$ cat src/rtl/hsv2rgb.sv
// hsv2rgb: hue/chroma/value triple -> packed {grey,R5,G5,B5} pixel word.
// Define HSV2RGB_FASTMUL_EN for a combinational multiplier (2-edge latency).
module hsv2rgb #(
  parameter logic [6:0] HUE_LIMIT = 7'd96
) (
  input  logic        clk,
  input  logic        res,
  input  logic        write,
  input  logic [6:0]  hue,
  input  logic        hue_invalid,
  input  logic [4:0]  saturation,
  input  logic [4:0]  value,
  output logic        busy,
  output logic        done,
  output logic [15:0] data
);

  typedef enum logic [1:0] {
    IDLE = 2'h0,
    MUL  = 2'h1,
    MAP  = 2'h2
  } state_t;

  state_t     state, state_n;
  logic       grey_q;
  logic [2:0] sec_q;
  logic [4:0] val_q;
  logic [4:0] cp_q;
  logic [8:0] p;
  logic [4:0] cp_in;
  logic       accept;

  assign busy   = (state != IDLE);
  assign accept = (state == IDLE) && write;
  assign cp_in  = (saturation < value) ? saturation : value;

`ifdef HSV2RGB_FASTMUL_EN
  logic [3:0] frac_q;

  assign p = {4'b0, cp_q} * {5'b0, frac_q};

  always_ff @(posedge clk or negedge res) begin
    if (!res) begin
      frac_q <= '0;
    end else if (accept) begin
      frac_q <= hue[3:0];
    end
  end

  always_comb begin
    state_n = state;
    unique case (state)
      IDLE:    if (write) state_n = MAP;
      MAP:     state_n = IDLE;
      default: state_n = IDLE;
    endcase
  end
`else
  logic [8:0] acc;
  logic [8:0] mcand;
  logic [3:0] mplier;
  logic [1:0] cnt;

  assign p = acc;

  // One shift-add step per cycle, fraction LSB first.
  always_ff @(posedge clk or negedge res) begin
    if (!res) begin
      acc    <= '0;
      mcand  <= '0;
      mplier <= '0;
      cnt    <= '0;
    end else if (accept) begin
      acc    <= '0;
      mcand  <= {4'b0, cp_in};
      mplier <= hue[3:0];
      cnt    <= '0;
    end else if (state == MUL) begin
      if (mplier[0]) acc <= acc + mcand;
      mcand  <= mcand << 1;
      mplier <= mplier >> 1;
      cnt    <= cnt + 2'd1;
    end
  end

  always_comb begin
    state_n = state;
    unique case (state)
      IDLE:    if (write) state_n = MUL;
      MUL:     if (cnt == 2'd3) state_n = MAP;
      MAP:     state_n = IDLE;
      default: state_n = IDLE;
    endcase
  end
`endif

  always_ff @(posedge clk or negedge res) begin
    if (!res) begin
      state  <= IDLE;
      grey_q <= 1'b0;
      sec_q  <= '0;
      val_q  <= '0;
      cp_q   <= '0;
    end else begin
      state <= state_n;
      if (accept) begin
        grey_q <= hue_invalid | (hue >= HUE_LIMIT);
        sec_q  <= hue[6:4];
        val_q  <= value;
        cp_q   <= cp_in;
      end
    end
  end

  logic [4:0] min_v, d, rise, fall;
  logic [4:0] r, g, b;

  assign min_v = val_q - cp_q;
  assign d     = p[8:4];
  assign rise  = min_v + d;
  assign fall  = val_q - d;

  always_comb begin
    r = val_q;
    g = val_q;
    b = val_q;
    priority case (1'b1)
      grey_q:          ;
      (sec_q == 3'd0): begin r = val_q; g = rise;  b = min_v; end
      (sec_q == 3'd1): begin r = fall;  g = val_q; b = min_v; end
      (sec_q == 3'd2): begin r = min_v; g = val_q; b = rise;  end
      (sec_q == 3'd3): begin r = min_v; g = fall;  b = val_q; end
      (sec_q == 3'd4): begin r = rise;  g = min_v; b = val_q; end
      default:         begin r = val_q; g = min_v; b = fall;  end
    endcase
  end

  always_ff @(posedge clk or negedge res) begin
    if (!res) begin
      done <= 1'b0;
      data <= '0;
    end else begin
      done <= 1'b0;
      if (state == MAP) begin
        data <= {grey_q, r, g, b};
        done <= 1'b1;
      end
    end
  end

endmodule

$ cat config.mk
export PLATFORM = sky130hd
export DESIGN_NAME = hsv2rgb
export DESIGN_NICKNAME = d
export VERILOG_FILES = /design/src/rtl/hsv2rgb.sv
export SDC_FILE = /design/constraint.sdc
export NUM_CORES = 1
export LEC_CHECK = 0
export ABC_AREA = 0
export CAP_MARGIN = 10
export CORE_MARGIN = 5
export CORE_UTILIZATION = 50
export DETAILED_ROUTE_END_ITERATION = 10
export PLACE_DENSITY_LB_ADDON = 0.05
export SYNTH_ARGS = -nofsm -noshare
export SYNTH_HDL_FRONTEND = slang
export SYNTH_SLANG_ARGS = --single-unit
$ cat constraint.sdc
create_clock -name clk -period 3.44 [get_ports clk]
set_clock_uncertainty 0.15 [all_clocks]
set_input_delay 0.516 -clock clk [delete_from_list [all_inputs] [get_ports clk]]
set_output_delay 0.516 -clock clk [all_outputs]
set_load 0.01 [all_outputs]
==> results.txt, run 1 <==
Max_cap viols = 0
Clk Latency, worst-skew pair = 0.34 ns
Final setup fails = 0
#FFs+latches synth = 57
Drt wl/cell = 17.2 um
Synth Instances = 500
Syn-to-layout area delta = 17.2%
Pre-CTS setup slack = 0.151 ns
Layout fillers = 727
Net count after synthesis = 551
Antenna Nets Post-Route = 0
CP max stage delay = 0.38 ns
DR pass1 iterations = 5
Detailed-route DRC error count = 0
FMAX = 0.308 GHz
Fin Hold WS = 0.332 ns
Slew @ Worst Pin = 1.08 ns
Routed via count = 3815
IR Drop Worst-Case VDD = 0.000442 V
Core region area = 8130 sq um
HPWL Detailed = 8.04 mm
DIE WIDTH = 101 um
Required @ worst endpoint = 3.54 ns
CP arrival = 3.34 ns
Detailed router's first-iteration violation count = 217
Synth async-reset ratio = 1.00
PwrDens = 1120 nW/um^2
TritonCTS clock tree = built
Die Footprint = 10200 sq um
Htree depth = 3
Initial antenna violation count = 0
Worst Hold Path Cells = 2
Hold WC Path Type = register to register
Gpl congestion = 0.934
Hold_sp = data[7]$_DFFE_PN0P_
Clock Path Buffers = 2
Slowest CP cell = or3_4
Status = finished clean
Post-synth cell types = 68
Reg-to-reg critical path endpoint = data[9]$_DFFE_PN0P_
Critical Path Sink Type = register
Crit path max fanout = 3
Worst-case reg-to-reg path depth = 11
Dpl cells = 622
Final worst-path cycle share = 0.943
Fin cells = 639
Fraction of layout cells with a size suffix above 1 = 0.0712
Total GRT Usage = 0.224
Fin. Hold Viols = 0
Initial Utilization = 0.509
Slew Viols, Final = 0
First-pass GRT wire length = 18.1 mm
Vias per inst = 5.97
Total grt overflow = 0
Minimum clock period = 3.24 ns
Clk root buf = clkbuf_8
Setup ws final = 0.198 ns
Worst hold endpoint = data[7]$_DFFE_PN0P_
Tot Pwr = 5.45 mW
Slew margin rel. = 0.283
# clock sinks = 57
Setup TNS = 0 ns
Row Count = 33
Fin util = 0.596
Reg-to-Reg Start = cp_q[1]$_DFFE_PN0P_
Pleak = 2.17 nW
Kind of critical path = register to register
Sequential element share of the synthesized area = 0.345
IO Count = 39
Syn avg cell area = 8.28 sq um
CP Cell Sequence = inv_1 > ha_1 > and3b_1 > or3_1 > and2_1 > ha_1 > and3_4 > or3_4 > a211oi_4 > o31ai_1 > o31ai_1
Dominant synthesized flop cell = dfrtp_1
Reg2reg setup slack = 0.20 ns
RSZ-0062 raised after global routing = no
Number of synthesized flops with an enable pin = 0
Port bufs = 38
Fin area = 4850 sq um
Die Height = 101 um
Reg clk slew, reported paths = 0.07 ns
Worst path top cell family by delay = simple AND/OR/NAND/NOR gates
Vias in the first global route = 3560
CP startpoint kind = register
Synthesized cell area = 4140 sq um
Placed cell area = 4590 sq um
Final WL = 11.0 mm
Final-stage net count = 580
Synth warnings = 0
CP bufs+invs = 1
Total CTS buffers = 9
Antenna cells = 0
Largest net degree at the start of global routing = 38
==> layout by cell type, fill, tap and decap left out, types with 4 or more instances in the layout <==
cell type	synthesis	routed
a2111oi_0	5	5
a211oi_1	11	11
a21o_1	9	9
a21oi_1	38	38
a221oi_1	5	5
a22o_1	4	4
a22oi_1	5	5
a31oi_1	4	4
and2_1	5	5
and3_1	8	8
buf_4	0	10
clkbuf_8	0	11
clkdlybuf4s50_1	0	37
dfrtp_1	57	57
fa_1	4	4
ha_1	26	25
inv_1	22	22
nand2_1	70	70
nand2b_1	18	18
nand3_1	9	9
nand3b_1	6	6
nor2_1	35	35
nor2b_1	4	4
o211ai_1	6	6
o21ai_0	25	25
o21ai_1	21	21
or3_1	4	4
xor2_1	4	4
==> worst max path at each step <==
stage	startpoint	to	slack, ns	depth (start not counted)
floorplan	val_q[2]$_DFFE_PN0P_	data[9]$_DFFE_PN0P_	0.26	10
global placement	val_q[2]$_DFFE_PN0P_	data[9]$_DFFE_PN0P_	0.26	10
detailed placement	val_q[2]$_DFFE_PN0P_	data[9]$_DFFE_PN0P_	0.15	10
CTS	val_q[2]$_DFFE_PN0P_	data[9]$_DFFE_PN0P_	0.13	10
global route	cp_q[2]$_DFFE_PN0P_	data[9]$_DFFE_PN0P_	0.06	11
finish	cp_q[1]$_DFFE_PN0P_	data[9]$_DFFE_PN0P_	0.20	11
==> synth_stat cells (4+ instances only) <==
library cell / n / area [sq um]
a21o_1: 9 / 67.6
a2111oi_0: 5 / 43.8
a22oi_1: 5 / 37.5
and2_1: 5 / 31.3
nand2b_1: 18 / 113
o21ai_1: 21 / 105
a211oi_1: 11 / 82.6
and3_1: 8 / 50.1
ha_1: 26 / 325
a21oi_1: 38 / 190
fa_1: 4 / 80.1
nand3_1: 9 / 45.0
buf_2: 9 / 45.0
dfrtp_1: 57 / 1430
o21ai_0: 25 / 125
nand3b_1: 6 / 45.0
a221oi_1: 5 / 43.8
nand2_1: 70 / 263
nor2_1: 35 / 131
nor2b_1: 4 / 25.0
a22o_1: 4 / 35.0
a31oi_1: 4 / 25.0
inv_1: 22 / 82.6
or3_1: 4 / 25.0
o211ai_1: 6 / 45.0
clkbuf_1: 20 / 75.1
xor2_1: 4 / 35.0
==> per-layer routing <==
metal / global-route usage / wire [um] / up-vias / part of all wire
met2: 0.357 / 5180 / 149 / 0.47
met4: 0.0869 / 233 / 0 / 0.021
met5: 0 / 0 / - / 0
li1: - / - / 1863 / -
met3: 0.0464 / 741 / 19 / 0.068
met1: 0.297 / 4820 / 1784 / 0.44
==> state kept, by name, summed over array words and instances, names as in the netlist <==
register  cells
data         16
cnt           2
acc           9
done          1
state         2
grey_q        1
cp_q          5
val_q         5
mcand         9
sec_q         3
mplier        4
==> repair_timing <==
item                                    4_1_cts  5_1_grt
hold endpoints to repair                     20        0
hold buffers                                  1        0
endpoints found under the setup margin        0        1
resized for setup                             0        2
setup buffers                                 0        0
==> report_power, final <==
part           internal (mW)  switching [mW]
clock network          0.445           0.286
registers              0.970           0.386
logic                   1.45            1.92
total                   2.86            2.59
==> worst min-delay path, stage by stage (launching register included) <==
cell     delay, ns
dfrtp_1       0.35
nand2_1       0.05
nand2_1       0.05
==> cell type report <==
| cell class | instances | area, sq um | area share |
|---|---|---|---|
| Sequential cell | 57 | 1430 | 0.294 |
| Timing Repair Buffer | 49 | 460 | 0.0949 |
| Tap cell | 105 | 131 | 0.0271 |
| Inverter | 24 | 90.1 | 0.0186 |
| Multi-Input combinational cell | 388 | 2510 | 0.518 |
| Clock buffer | 11 | 151 | 0.0312 |
| Clock inverter | 5 | 77.6 | 0.0160 |
==> logic make-up (layout without fill, tap and decap cells) <==
logic type | count (synthesis) | count (layout) | share of synthesized area
flops | 57 | 57 | 0.345
buf+inv | 55 | 89 | 0.0526
simple gates | 182 | 182 | 0.219
mux | 5 | 5 | 0.0127
compound gates | 164 | 164 | 0.258
xor+xnor | 6 | 6 | 0.0127
fa+ha+maj | 31 | 31 | 0.100
No activity file was read; power rests on OpenSTA's default activity.
==> run 2, diff against run 1 <==
--- a/config.mk
+++ b/config.mk
@@ -11,6 +11,7 @@
 export CORE_UTILIZATION = 50
 export DETAILED_ROUTE_END_ITERATION = 10
 export PLACE_DENSITY_LB_ADDON = 0.05
+export SKIP_LAST_GASP = 1
 export SYNTH_ARGS = -nofsm -noshare
 export SYNTH_HDL_FRONTEND = slang
 export SYNTH_SLANG_ARGS = --single-unit
==> results of run 2 <==
No change in the layout: final DEF, timing and power equal those of run 1.
==> run 3, diff against run 2 <==
--- a/config.mk
+++ b/config.mk
@@ -7,7 +7,6 @@
 export LEC_CHECK = 0
 export ABC_AREA = 0
 export CAP_MARGIN = 10
-export CORE_MARGIN = 5
 export CORE_UTILIZATION = 50
 export DETAILED_ROUTE_END_ITERATION = 10
 export PLACE_DENSITY_LB_ADDON = 0.05
==> run 3 against run 2 <==
Net effect:
- wire length increased by 2.5%
- sequential power is essentially flat
- worst setup slack worse by 0.075 ns
- count of clock-buffer cells in the layout up 1
- clock power shrank 9.2%
- sequential share of layout area grew 0.14 points
- die area shrank 15%
- power is 0.68% lower
- core utilization grew 1.9 points
- critical path depth fell by 1
- via count is 3.1% higher
- maximum frequency shrank 2.3%
- largest cell class unchanged
==> results.txt, run 3 (synthesis results as in run 1) <==
Status = finished clean
CP arrival = 3.41 ns (+0.07 ns)
Fraction of layout cells with a size suffix above 1 = 0.0709 (-0.000266)
Crit path max fanout = 4 (+1)
Htree depth = 3 (unchanged)
Top Registers = data (16), acc (9), mcand (9)
Reg clk slew, reported paths = 0.07 ns (about the same)
Most frequent cells in the layout = nand2_1, dfrtp_1, a21oi_1
Final-stage net count = 582 (+0.34%)
Total grt overflow = 0 (unchanged)
CP max stage delay = 0.38 ns (about the same)
IR Drop Worst-Case VDD = 0.000622 V (+41%)
Largest net degree at the start of global routing = 39 (+2.6%)
Pleak = 2.17 nW (about the same)
Placed cell area = 4600 sq um (+0.25%)
Max_cap viols = 0 (unchanged)
Reg with most FFs = data
Reg2reg setup slack = 0.12 ns (-0.08 ns)
Gate power share = 0.628 (+0.011)
Slew Viols, Final = 0 (unchanged)
Clk Latency, worst-skew pair = 0.35 ns (about the same)
Syn-to-layout area delta = 16.7%
Initial antenna violation count = 0 (unchanged)
Minimum clock period = 3.32 ns (+0.0752 ns)
Setup TNS = 0 ns (unchanged)
Required @ worst endpoint = 3.53 ns (about the same)
Most common cell after layout, fill and taps aside = nand2_1
Number of flip-flops in the largest register = 16 (unchanged)
DIE WIDTH = 93.0 um (-7.9%)
Gpl congestion = 0.917 (-1.8%)
Detailed-route DRC error count = 0 (unchanged)
Pre-CTS setup slack = 0.183 ns (+0.0317 ns)
Final setup fails = 0 (unchanged)
Setup bufs post-CTS = 0 (unchanged)
Switching portion of total power = 0.484 (+0.00925)
Clk pwr share = 0.123 (-0.011)
Slowest CP cell = dfrtp_1
Antenna Nets Post-Route = 0 (unchanged)
Fin. Hold Viols = 0 (unchanged)
Fin cells = 638 (-0.16%)
Port bufs = 38 (unchanged)
Vias per inst = 6.17 (+3.3%)
Dpl cells = 621 (-0.16%)
Int Pwr = 2.79 mW (-2.4%)
Core region area = 7850 sq um (-3.5%)
PwrDens = 1120 nW/um^2 (-0.20%)
Setup ws final = 0.122 ns (-0.0752 ns)
HPWL Detailed = 8.32 mm (+3.6%)
Detailed router's first-iteration violation count = 219 (+0.92%)
Die Height = 93.0 um (-7.9%)
Slew margin rel. = 0.367 (+0.0835)
Critical Path Sink Type = register
Kind of critical path = register to register
Seq pwr share = 0.249 (about the same)
Fin area = 4830 sq um (-0.49%)
Total GRT Usage = 0.282 (+0.0587)
Vias in the first global route = 3711 (+4.2%)
Slew @ Worst Pin = 0.950 ns (-0.125 ns)
IO Count = 39 (unchanged)
CP Cell Sequence = ha_1 > and3b_1 > or3_1 > and2_1 > ha_1 > and3_4 > or3_4 > a211oi_4 > o31ai_1 > o31ai_1
Initial Utilization = 0.527 (+0.0186)
Total CTS buffers = 9 (unchanged)
CP startpoint kind = register
Die Footprint = 8640 sq um (-15%)
Row Count = 32 (-3.0%)
DR pass1 iterations = 5 (unchanged)
Routed via count = 3934 (+3.1%)
Hold WC Path Type = register to register
Final worst-path cycle share = 0.964 (+0.0219)
FMAX = 0.301 GHz (-2.3%)
Tot Pwr = 5.42 mW (-0.68%)
Antenna cells = 0 (unchanged)
# clock sinks = 57 (unchanged)
Drt wl/cell = 17.6 um (+2.6%)
Clock Path Buffers = 2 (unchanged)
Switching Power = 2.62 mW (+1.2%)
Clk root buf = clkbuf_8
Final WL = 11.2 mm (+2.5%)
TritonCTS clock tree = built
First-pass GRT wire length = 18.8 mm (+3.8%)
run 3: cell types whose count changed in the layout (fill, tap and decap cells not counted), sizes merged:
cell / change
buf: +2
bufinv: -1
clkbuf: +1
run 3: metrics by stage:
step | utilization | hold slack [ns]
finish | 0.615 | 0.321
global route | 0.615 | 0.367
CTS | 0.614 | 0.325
detailed placement | 0.587 | 0.310
global placement | 0.587 | 0.302
floorplan | - | 0.0704
run 3: repair_timing:
action / CTS / global route
gates resized for setup: 0 / 2
hold buffers: 1 / 0
setup endpoints to repair: 0 / 1
endpoints found under the hold margin: 1 / 0
run 3: area by class of cell:
class / count / area, sq um
flip-flops and latches: 57 / 1430
clock buffers: 12 / 155
fillers: 694 / 3020
inverters: 24 / 90.1
multi-input cells: 388 / 2500
clock inverters: 4 / 51.3
repair buffers: 51 / 475
well taps: 102 / 128
run 3: path summary, 6_finish.rpt:
kind	start	to	depth (start not counted)
worst max-delay path	val_q[2]$_DFFE_PN0P_	data[9]$_DFFE_PN0P_	10
worst min-delay path	data[7]$_DFFE_PN0P_	data[7]$_DFFE_PN0P_	2
worst max register to register	val_q[2]$_DFFE_PN0P_	data[9]$_DFFE_PN0P_	10
worst min register to register	data[7]$_DFFE_PN0P_	data[7]$_DFFE_PN0P_	2
max in group asynchronous	res	sec_q[2]$_DFFE_PN0P_	3
min in group asynchronous	res	acc[3]$_DFFE_PN0P_	2
run 3: routing by layer:
metal  GRT usage  share of wire  vias up  wire (um)
met4      0.0833          0.020        0        224
met3      0.0569          0.059       26        662
li1            -              -     1882          -
met2       0.434           0.45      154       5030
met1       0.402           0.47     1872       5330
met5           0              0        -          0
run 3: critical path: cells and delay by family, from the launching register on:
family | cells | cell delay, ns
and+or+nand+nor | 5 | 1.35
adders and majority gates | 2 | 0.68
DFF | 1 | 0.38
AOI/OAI and AO/OA | 3 | 0.66
run 3: power by group through the flow:
stage	combinational [mW]	clock [mW]	sequential [mW]
after global placement	3.26	0	1.34
final	3.40	0.664	1.35
after detailed placement	3.30	0	1.35
after floorplan	2.46	0	1.21
after CTS	3.33	0.672	1.34
after global routing	3.78	0.705	1.39
